File: config.mk
export PLATFORM = sky130hd
export DESIGN_NAME = key_remap_ctrl
export DESIGN_NICKNAME = d
export VERILOG_FILES = /design/src/rtl/key_remap_ctrl.sv
export SDC_FILE = /design/constraint.sdc
export NUM_CORES = 1
export LEC_CHECK = 0
export ABC_AREA = 1
export BUFFER_PORTS_ARGS = -buffer_cell sky130_fd_sc_hd__buf_2
export CAP_MARGIN = 20
export CORE_MARGIN = 10
export CORE_UTILIZATION = 55
export DETAILED_ROUTE_END_ITERATION = 8
export PLACE_DENSITY_LB_ADDON = 0.15
export SYNTH_ARGS = -nofsm -noshare
export SYNTH_HDL_FRONTEND = slang
export SYNTH_SLANG_ARGS = --single-unit
File: constraint.sdc
create_clock -name clk -period 2 [get_ports clk]
set_input_delay 0.2 -clock clk [delete_from_list [all_inputs] [get_ports clk]]
set_output_delay 0.2 -clock clk [all_outputs]
set_load 0.02 [all_outputs]
File: src/rtl/key_remap_ctrl.sv
// Debounced 5-button input with a runtime-programmable physical-to-logical key map.
// A remap session captures one distinct physical press per logical key W,A,S,D,E in order.
module key_remap_ctrl #(
    parameter int DB_CNT = 1000000
) (
    input  logic       clk,
    input  logic       rst_n,
    input  logic [4:0] btn_raw,
    input  logic       start,
    input  logic       abort,
    output logic [4:0] key_out,
    output logic       remap_busy,
    output logic [2:0] remap_step,
    output logic       map_valid,
    output logic       err
);

    typedef enum logic [1:0] {IDLE, WAIT_REL, CAPTURE, COMMIT} state_t;

    localparam logic [19:0] DB_LAST = 20'(DB_CNT - 1);

    logic [4:0]  sync1_r, sync2_r, db_r, db_d_r;
    logic [19:0] cnt_r [5];
    logic [2:0]  map_r [5];
    logic [2:0]  shadow_r [5];
    logic [4:0]  used_r;
    logic [2:0]  step_r;
    state_t      state_r;
    logic [4:0]  key_out_r;
    logic        remap_busy_r, map_valid_r, err_r;
    logic [2:0]  remap_step_r;

    logic [4:0]  pr_s, keys_s;
    logic [2:0]  pr_idx_s;
    logic        capture_ok_s;

    function automatic logic is_onehot(input logic [4:0] v);
        return (v != 5'd0) && ((v & (v - 5'd1)) == 5'd0);
    endfunction

    function automatic logic [2:0] encode(input logic [4:0] v);
        logic [2:0] idx;
        idx = 3'd0;
        for (int p = 4; p >= 0; p--) begin
            if (v[p]) begin
                idx = 3'(p);
            end else begin
                idx = idx;
            end
        end
        return idx;
    endfunction

    // Input synchronizers, per-button debounce counters and press-edge history
    always_ff @(posedge clk or negedge rst_n) begin
        if (!rst_n) begin
            sync1_r <= 5'd0;
            sync2_r <= 5'd0;
            db_r    <= 5'd0;
            db_d_r  <= 5'd0;
            for (int p = 0; p < 5; p++) cnt_r[p] <= 20'd0;
        end else begin
            sync1_r <= btn_raw;
            sync2_r <= sync1_r;
            db_d_r  <= db_r;
            for (int p = 0; p < 5; p++) begin
                if (sync2_r[p] != db_r[p]) begin
                    if (cnt_r[p] == DB_LAST) begin
                        db_r[p]  <= sync2_r[p];
                        cnt_r[p] <= 20'd0;
                    end else begin
                        cnt_r[p] <= cnt_r[p] + 20'd1;
                    end
                end else begin
                    cnt_r[p] <= 20'd0;
                end
            end
        end
    end

    // Press pulses, capture legality and the remapped key vector
    always_comb begin
        pr_s         = db_r & ~db_d_r;
        pr_idx_s     = encode(pr_s);
        capture_ok_s = is_onehot(pr_s) && ((pr_s & used_r) == 5'd0);
        keys_s       = 5'd0;
        for (int i = 0; i < 5; i++) begin
            case (map_r[i])
                3'd0:    keys_s[i] = db_r[0];
                3'd1:    keys_s[i] = db_r[1];
                3'd2:    keys_s[i] = db_r[2];
                3'd3:    keys_s[i] = db_r[3];
                3'd4:    keys_s[i] = db_r[4];
                default: keys_s[i] = 1'b0;
            endcase
        end
    end

    // Remap session FSM with registered outputs
    always_ff @(posedge clk or negedge rst_n) begin
        if (!rst_n) begin
            state_r      <= IDLE;
            used_r       <= 5'd0;
            step_r       <= 3'd0;
            key_out_r    <= 5'd0;
            remap_busy_r <= 1'b0;
            remap_step_r <= 3'd0;
            map_valid_r  <= 1'b0;
            err_r        <= 1'b0;
            for (int i = 0; i < 5; i++) begin
                map_r[i]    <= 3'(i);
                shadow_r[i] <= 3'(i);
            end
        end else begin
            map_valid_r <= 1'b0;
            err_r       <= 1'b0;
            key_out_r   <= (state_r == IDLE) ? keys_s : 5'd0;
            case (state_r)
                IDLE: begin
                    remap_step_r <= 3'd0;
                    if (start) begin
                        state_r      <= WAIT_REL;
                        remap_busy_r <= 1'b1;
                    end else begin
                        remap_busy_r <= 1'b0;
                    end
                end
                WAIT_REL: begin
                    remap_step_r <= 3'd0;
                    if (abort) begin
                        state_r      <= IDLE;
                        remap_busy_r <= 1'b0;
                    end else if (db_r == 5'd0) begin
                        state_r <= CAPTURE;
                        step_r  <= 3'd0;
                        used_r  <= 5'd0;
                    end
                end
                CAPTURE: begin
                    if (abort) begin
                        state_r      <= IDLE;
                        remap_busy_r <= 1'b0;
                        remap_step_r <= 3'd0;
                    end else if (pr_s != 5'd0) begin
                        if (capture_ok_s) begin
                            for (int i = 0; i < 5; i++) begin
                                if (step_r == 3'(i)) shadow_r[i] <= pr_idx_s;
                            end
                            used_r <= used_r | pr_s;
                            if (step_r == 3'd4) begin
                                state_r      <= COMMIT;
                                remap_step_r <= 3'd0;
                            end else begin
                                step_r       <= step_r + 3'd1;
                                remap_step_r <= step_r + 3'd1;
                            end
                        end else begin
                            err_r <= 1'b1;
                        end
                    end
                end
                COMMIT: begin
                    // abort is deliberately not consulted: a completed capture always lands
                    for (int i = 0; i < 5; i++) map_r[i] <= shadow_r[i];
                    map_valid_r  <= 1'b1;
                    remap_busy_r <= 1'b0;
                    remap_step_r <= 3'd0;
                    state_r      <= IDLE;
                end
                default: begin
                    state_r      <= IDLE;
                    remap_busy_r <= 1'b0;
                    remap_step_r <= 3'd0;
                end
            endcase
        end
    end

    assign key_out    = key_out_r;
    assign remap_busy = remap_busy_r;
    assign remap_step = remap_step_r;
    assign map_valid  = map_valid_r;
    assign err        = err_r;

endmodule

# Word-level counts from Yosys, hierarchy flattened
# Cells that the tools add are included.
[totals] ff_bits=171 out_inout_bits=11 wordCells=178
[classes] addsub=7 n_eq_ne=49 muxes=55 bitwise=6 reduce_logical=30
[op_table] cell="20-bit two-way mux" n=10
[op_table] cell="20-bit by 1-bit adder with 20-bit output, second input constant" n=5
[op_table] cell="20-bit equality test, second input constant" n=5
[op_table] cell="3-bit two-way mux" n=15
[op_table] cell="3-bit by 2-bit equality test with 1-bit output, second input constant" n=12
[op_table] cell="5-bit two-way mux" n=6
[op_table] cell="5-bit AND reduction" n=6
[op_table] cell="1-bit one-hot mux with 5 select lines" n=5
[op_table] cell="3-bit by 1-bit equality test with 1-bit output, second input constant" n=6
[op_table] cell="3-bit equality test, second input constant" n=6
[op_table] cell="3-bit zero test" n=6
[op_table] cell="5-bit bitwise AND" n=3
[op_table] cell="5-bit zero test" n=3
[op_table] cell="2-bit two-way mux" n=7
[op_table] cell="2-bit inequality test, second input constant" n=7
[op_table] cell="3-bit inequality test, second input constant" n=4
[op_table] cell="3-bit one-hot mux with 2 select lines" n=2
[op_table] cell="2-bit AND reduction" n=6
[op_table] cell="5-bit one-hot mux with 2 select lines" n=1
[op_table] cell="2-bit one-hot mux with 4 select lines" n=1
[op_table] cell="1-bit two-way mux" n=7
[op_table] cell="7-bit AND reduction" n=1
[op_table] cell="6-bit AND reduction" n=1
[op_table] cell="1-bit inequality test" n=5
[op_table] cell="15 further kinds" n=17

# Depth between registers and ports, before layout
[logic_depth] depth_word=11 depth_mapped=12 ltp_nobuf=11

# Least setup slack after synthesis
# OpenSTA, ideal clock, no wires.
[synth_timing] path_kind="register to register" start="register state_r[0]" end="register shadow_r[5] (netlist bit)" arrival_time_ps=1497 slack_ps=384 stages_incl_launch_ff=9 path_buffers=0 path_cell_list="dfrtp_1 -> inv_1 -> ha_1 -> inv_1 -> nor2_1 -> nand2_1 -> nor2_1 -> nand2_1 -> o21a_1"
[synth_between] elab_chain_len=2
[synth_rtl] element="from (decl)" line_no="28" rtl="state_t state_r;"
[synth_rtl] element="from (signal assigned)" line_no="102" rtl="state_r <= IDLE;"
[synth_rtl] element="from (signal assigned)" line_no="122" rtl="state_r <= WAIT_REL;"
[synth_rtl] element="from (signal assigned)" line_no="131" rtl="state_r <= IDLE;"
[synth_rtl] element="2-bit equality test" line_no="118" rtl="case (state_r)"
[synth_rtl] element="5-bit AND reduction (no line)"
[synth_rtl] element="to (signal, indexed assignment)" line_no="112" rtl="shadow_r[i] <= 3'(i);"
[synth_rtl] element="to (signal, indexed assignment)" line_no="147" rtl="if (step_r == 3'(i)) shadow_r[i] <= pr_idx_s;"
[synth_rtl] element="to (decl)" line_no="25" rtl="logic [2:0] shadow_r [5];"
# No other way between the ends.
# A chain may end at the register's enable or synchronous reset.

# Worst setup path after layout
[layout_timing] start="register cnt_r[0] (netlist bit)" end="register cnt_r[5] (netlist bit)"
[layout_between] elab_chain_len=3 word_cells_on_any_way=4
[layout_rtl] element="from (decl)" line_no="23" rtl="logic [19:0] cnt_r [5];"
[layout_rtl] element="from (signal, indexed assignment)" line_no="72" rtl="cnt_r[p] <= cnt_r[p] + 20'd1;"
[layout_rtl] element="20-bit by 1-bit adder with 20-bit output or 20-bit equality test (tied branches)" line_no="72, 68"
[layout_rtl] element="20-bit two-way mux (*)" line_no="68" rtl="if (cnt_r[p] == DB_LAST) begin"
[layout_rtl] element="20-bit two-way mux (*)" line_no="67" rtl="if (sync2_r[p] != db_r[p]) begin"
# Every way passes the cells marked *; elsewhere a longest branch is shown, timed or not.

==> flow_metrics.env <==
export IMPL_area_growth_pct=12.8
export IMPL_wl_per_cell_um=12.7
export IMPL_grt_util_met3=0.0315
export IMPL_power_leakage_uw=0.00442
export IMPL_slew_viol_final=0
export IMPL_avgViaCountPerCell=5.15
export IMPL_synth_fa_ha_area_frac=0.0221
export IMPL_cap_violations=0
export IMPL_cts_tree="done"
export IMPL_place_gp_congestion=0.915
export IMPL_tightest_slew_ns=0.863
export IMPL_largest_reg_flops=100
export IMPL_gr_usage_met2=0.264
export IMPL_antenna_left=0
export IMPL_clk_pin_slew_ns=0.06
export IMPL_yosysMostFrequentCell="nand2_1"
export IMPL_place_hpwl_um=11900
export IMPL_grt_pass1_wl_um=28600
export IMPL_overflow=0
export IMPL_ys_seq_area_frac=0.506
export IMPL_dr_pass1_iters=4
export IMPL_rsz0062_at_grt="false"
export IMPL_fin_cells=1275
export IMPL_antenna_found_initial=0
export IMPL_cts_sinks=171
export IMPL_cts_buffers=17
export IMPL_required_ns=2.32
export IMPL_synth_top_area_frac=0.475
export IMPL_hold_violations=0
export IMPL_path_class="reg -> reg"
export IMPL_grt_usage=0.167
export IMPL_drtIter0Drc=344
export IMPL_synth_xor_area_frac=0.0495
export IMPL_worstPathMaxFanout=7
export IMPL_synth_top_family_by_area="simple AND/OR/NAND/NOR gates"
export IMPL_drc_errors=0
export IMPL_yosysWarnings=0
export IMPL_period_needed_ns=1.80
export IMPL_regMostFlops="cnt_r"
export IMPL_hold_class="in -> reg"
export IMPL_grt_pass1_vias=6300
export IMPL_tns_ns=0
export IMPL_synth_nets=1049
export IMPL_dpl_cell_count=1237
export IMPL_start_util=0.560
export IMPL_portBuffers=19
export IMPL_top_usage_layer="met2"
export IMPL_synth_compound_area_frac=0.0640
export IMPL_synthSimpleGateAreaFrac=0.289
export IMPL_globalRouteMet1Util=0.224
export IMPL_nets=1098
export IMPL_grt_max_degree=50
export IMPL_synth_top_cell_by_area="dfrtp_1"
export IMPL_clock_latency_ns=0.43
export IMPL_synth_commonest_cells="nand2_1 (203), dfrtp_1 (161), nor2_1 (160), inv_1 (131), o21ai_0 (56)"
export IMPL_ir_drop_mv=0.649
export IMPL_drt_total_wl_um=16300
export IMPL_synthMuxAreaShare=0.00265
export IMPL_p_per_area_nw_per_um2=777
export IMPL_fillers=1288
export IMPL_synthArstFlopShare=1.00
export IMPL_synthFlopType="dfrtp_1"
export IMPL_reg_largest_list="cnt_r x100, map_r x15, shadow_r x15"
export IMPL_cp_end_kind="flip-flop"
export IMPL_finalSetupViolations=0
export IMPL_fin_skew_ns=0.0103
export IMPL_dieArea_um2=20800
export IMPL_cts_max_path_buffers=2
export IMPL_synth_edf_count=0
export IMPL_num_io_pins=20
export IMPL_syn_area_per_cell_um2=8.28
export IMPL_drive_gt1_frac=0.104
export IMPL_yosys_top_cells_area="dfrtp_1 (47%), nand2_1 (9.0%), nor2_1 (7.1%)"
export IMPL_worstPathArrival_ns=2.12
export IMPL_die_w_um=144
export IMPL_num_vias=6572
export IMPL_period_share=0.900
export IMPL_netlist_area_um2=8490
export IMPL_htree_num_levels=4
export IMPL_core_um2=15100
export IMPL_max_freq_ghz=0.556
export IMPL_synth_cells=1025
export IMPL_cp_start_kind="flip-flop"
export IMPL_cts_root_buf="clkbuf_16"
export IMPL_max_slew_margin_rel=0.424
export IMPL_num_antenna_cells=0
export IMPL_outcome="finished clean"
export IMPL_cts_setup_buffers=0
export IMPL_ys_ff_latch=171
export IMPL_die_y_um=144
export IMPL_rows=45
export IMPL_synth_cell_types=38
-- worst max-delay path: stages (launching register included) --
cell	delay (ns)
dfrtp_1	0.36
ha_1	0.18
nand3_1	0.13
nor2_1	0.20
nand2_1	0.17
nand3b_1	0.19
nand2_1	0.21
buf_4	0.19
nor2_1	0.05
-- metal layers --
metal	routed length, µm	vias up
li1	-	3404
met1	7910	3058
met2	7540	83
met3	494	27
met4	312	0
met5	0	-
-- repair_timing --
action	4_1_cts	5_1_grt
hold endpoints to repair	46	0
hold buffers	6	0
setup endpoints to repair	0	11
resized for setup	0	5
-- power breakdown --
group	switching [µW]	internal, µW
clock network	1340	1880
logic	419	200
registers	65.5	3540
-- final cells by class --
type / instances / area, µm² / area share
timing repair buffer: 41 / 319 / 0.0333
inverter: 133 / 499 / 0.0521
multi-input combinational: 710 / 3640 / 0.381
clock buffer: 19 / 443 / 0.0463
tap: 188 / 235 / 0.0246
clock inverter: 13 / 141 / 0.0148
sequential: 171 / 4290 / 0.448
-- path summary, 6_finish.rpt --
kind	start	endpoint	slack [ns]	depth (start not counted)
hold / removal	start	remap_busy	0.04	3
setup reg to reg	cnt_r[0]	cnt_r[5]	0.20	8
hold reg to reg	sync1_r[2]	sync2_r[2]	0.35	0
min in group asynchronous	rst_n	cnt_r[90]	0.26	2
setup / recovery	cnt_r[0]	cnt_r[5]	0.20	8
max in group asynchronous	rst_n	shadow_r[3]	1.08	3
-- kinds of logic (layout without fill, tap and decap cells) --
kind of cell | count (synthesis) | count (layout)
buffers and inverters | 144 | 206
adders and majority gates | 15 | 15
muxes | 2 | 2
DFF | 171 | 171
and+or+nand+nor | 541 | 541
AOI/OAI and AO/OA | 104 | 104
xor gates and xnor gates | 48 | 48
-- stage by stage --
stage,instance area (µm²),worst slack (ns),utilization,hold WS (ns),power (µW)
floorplan,8490,0.384,-,-0.0956,4030
global placement,8910,0.259,0.588,0.154,4260
detailed placement,8910,0.198,0.588,0.153,4280
CTS,9550,0.188,0.631,0.0257,7520
global route,9570,0.00571,0.632,0.0454,7770
finish,9570,0.200,0.632,0.0366,7440
-- layout by cell type (no fill, tap or decap), types with 4 or more instances in the layout --
master,n
nor3_1,42
nand2_4,5
nand2_2,6
xnor2_1,13
xor2_1,35
dlygate4sd3_1,6
buf_4,13
a211oi_1,4
nor2_4,7
o21ai_0,56
nand3_1,53
ha_1,15
dfstp_2,10
clkbuf_16,17
and3_1,4
buf_2,18
nor2_2,4
nor2_1,159
nand4_1,30
dfrtp_1,161
nor3b_1,5
nor4_1,11
nand2_1,202
a31oi_1,4
nor3_2,4
inv_1,131
a21oi_1,36
(Power assumes the default switching activity.)
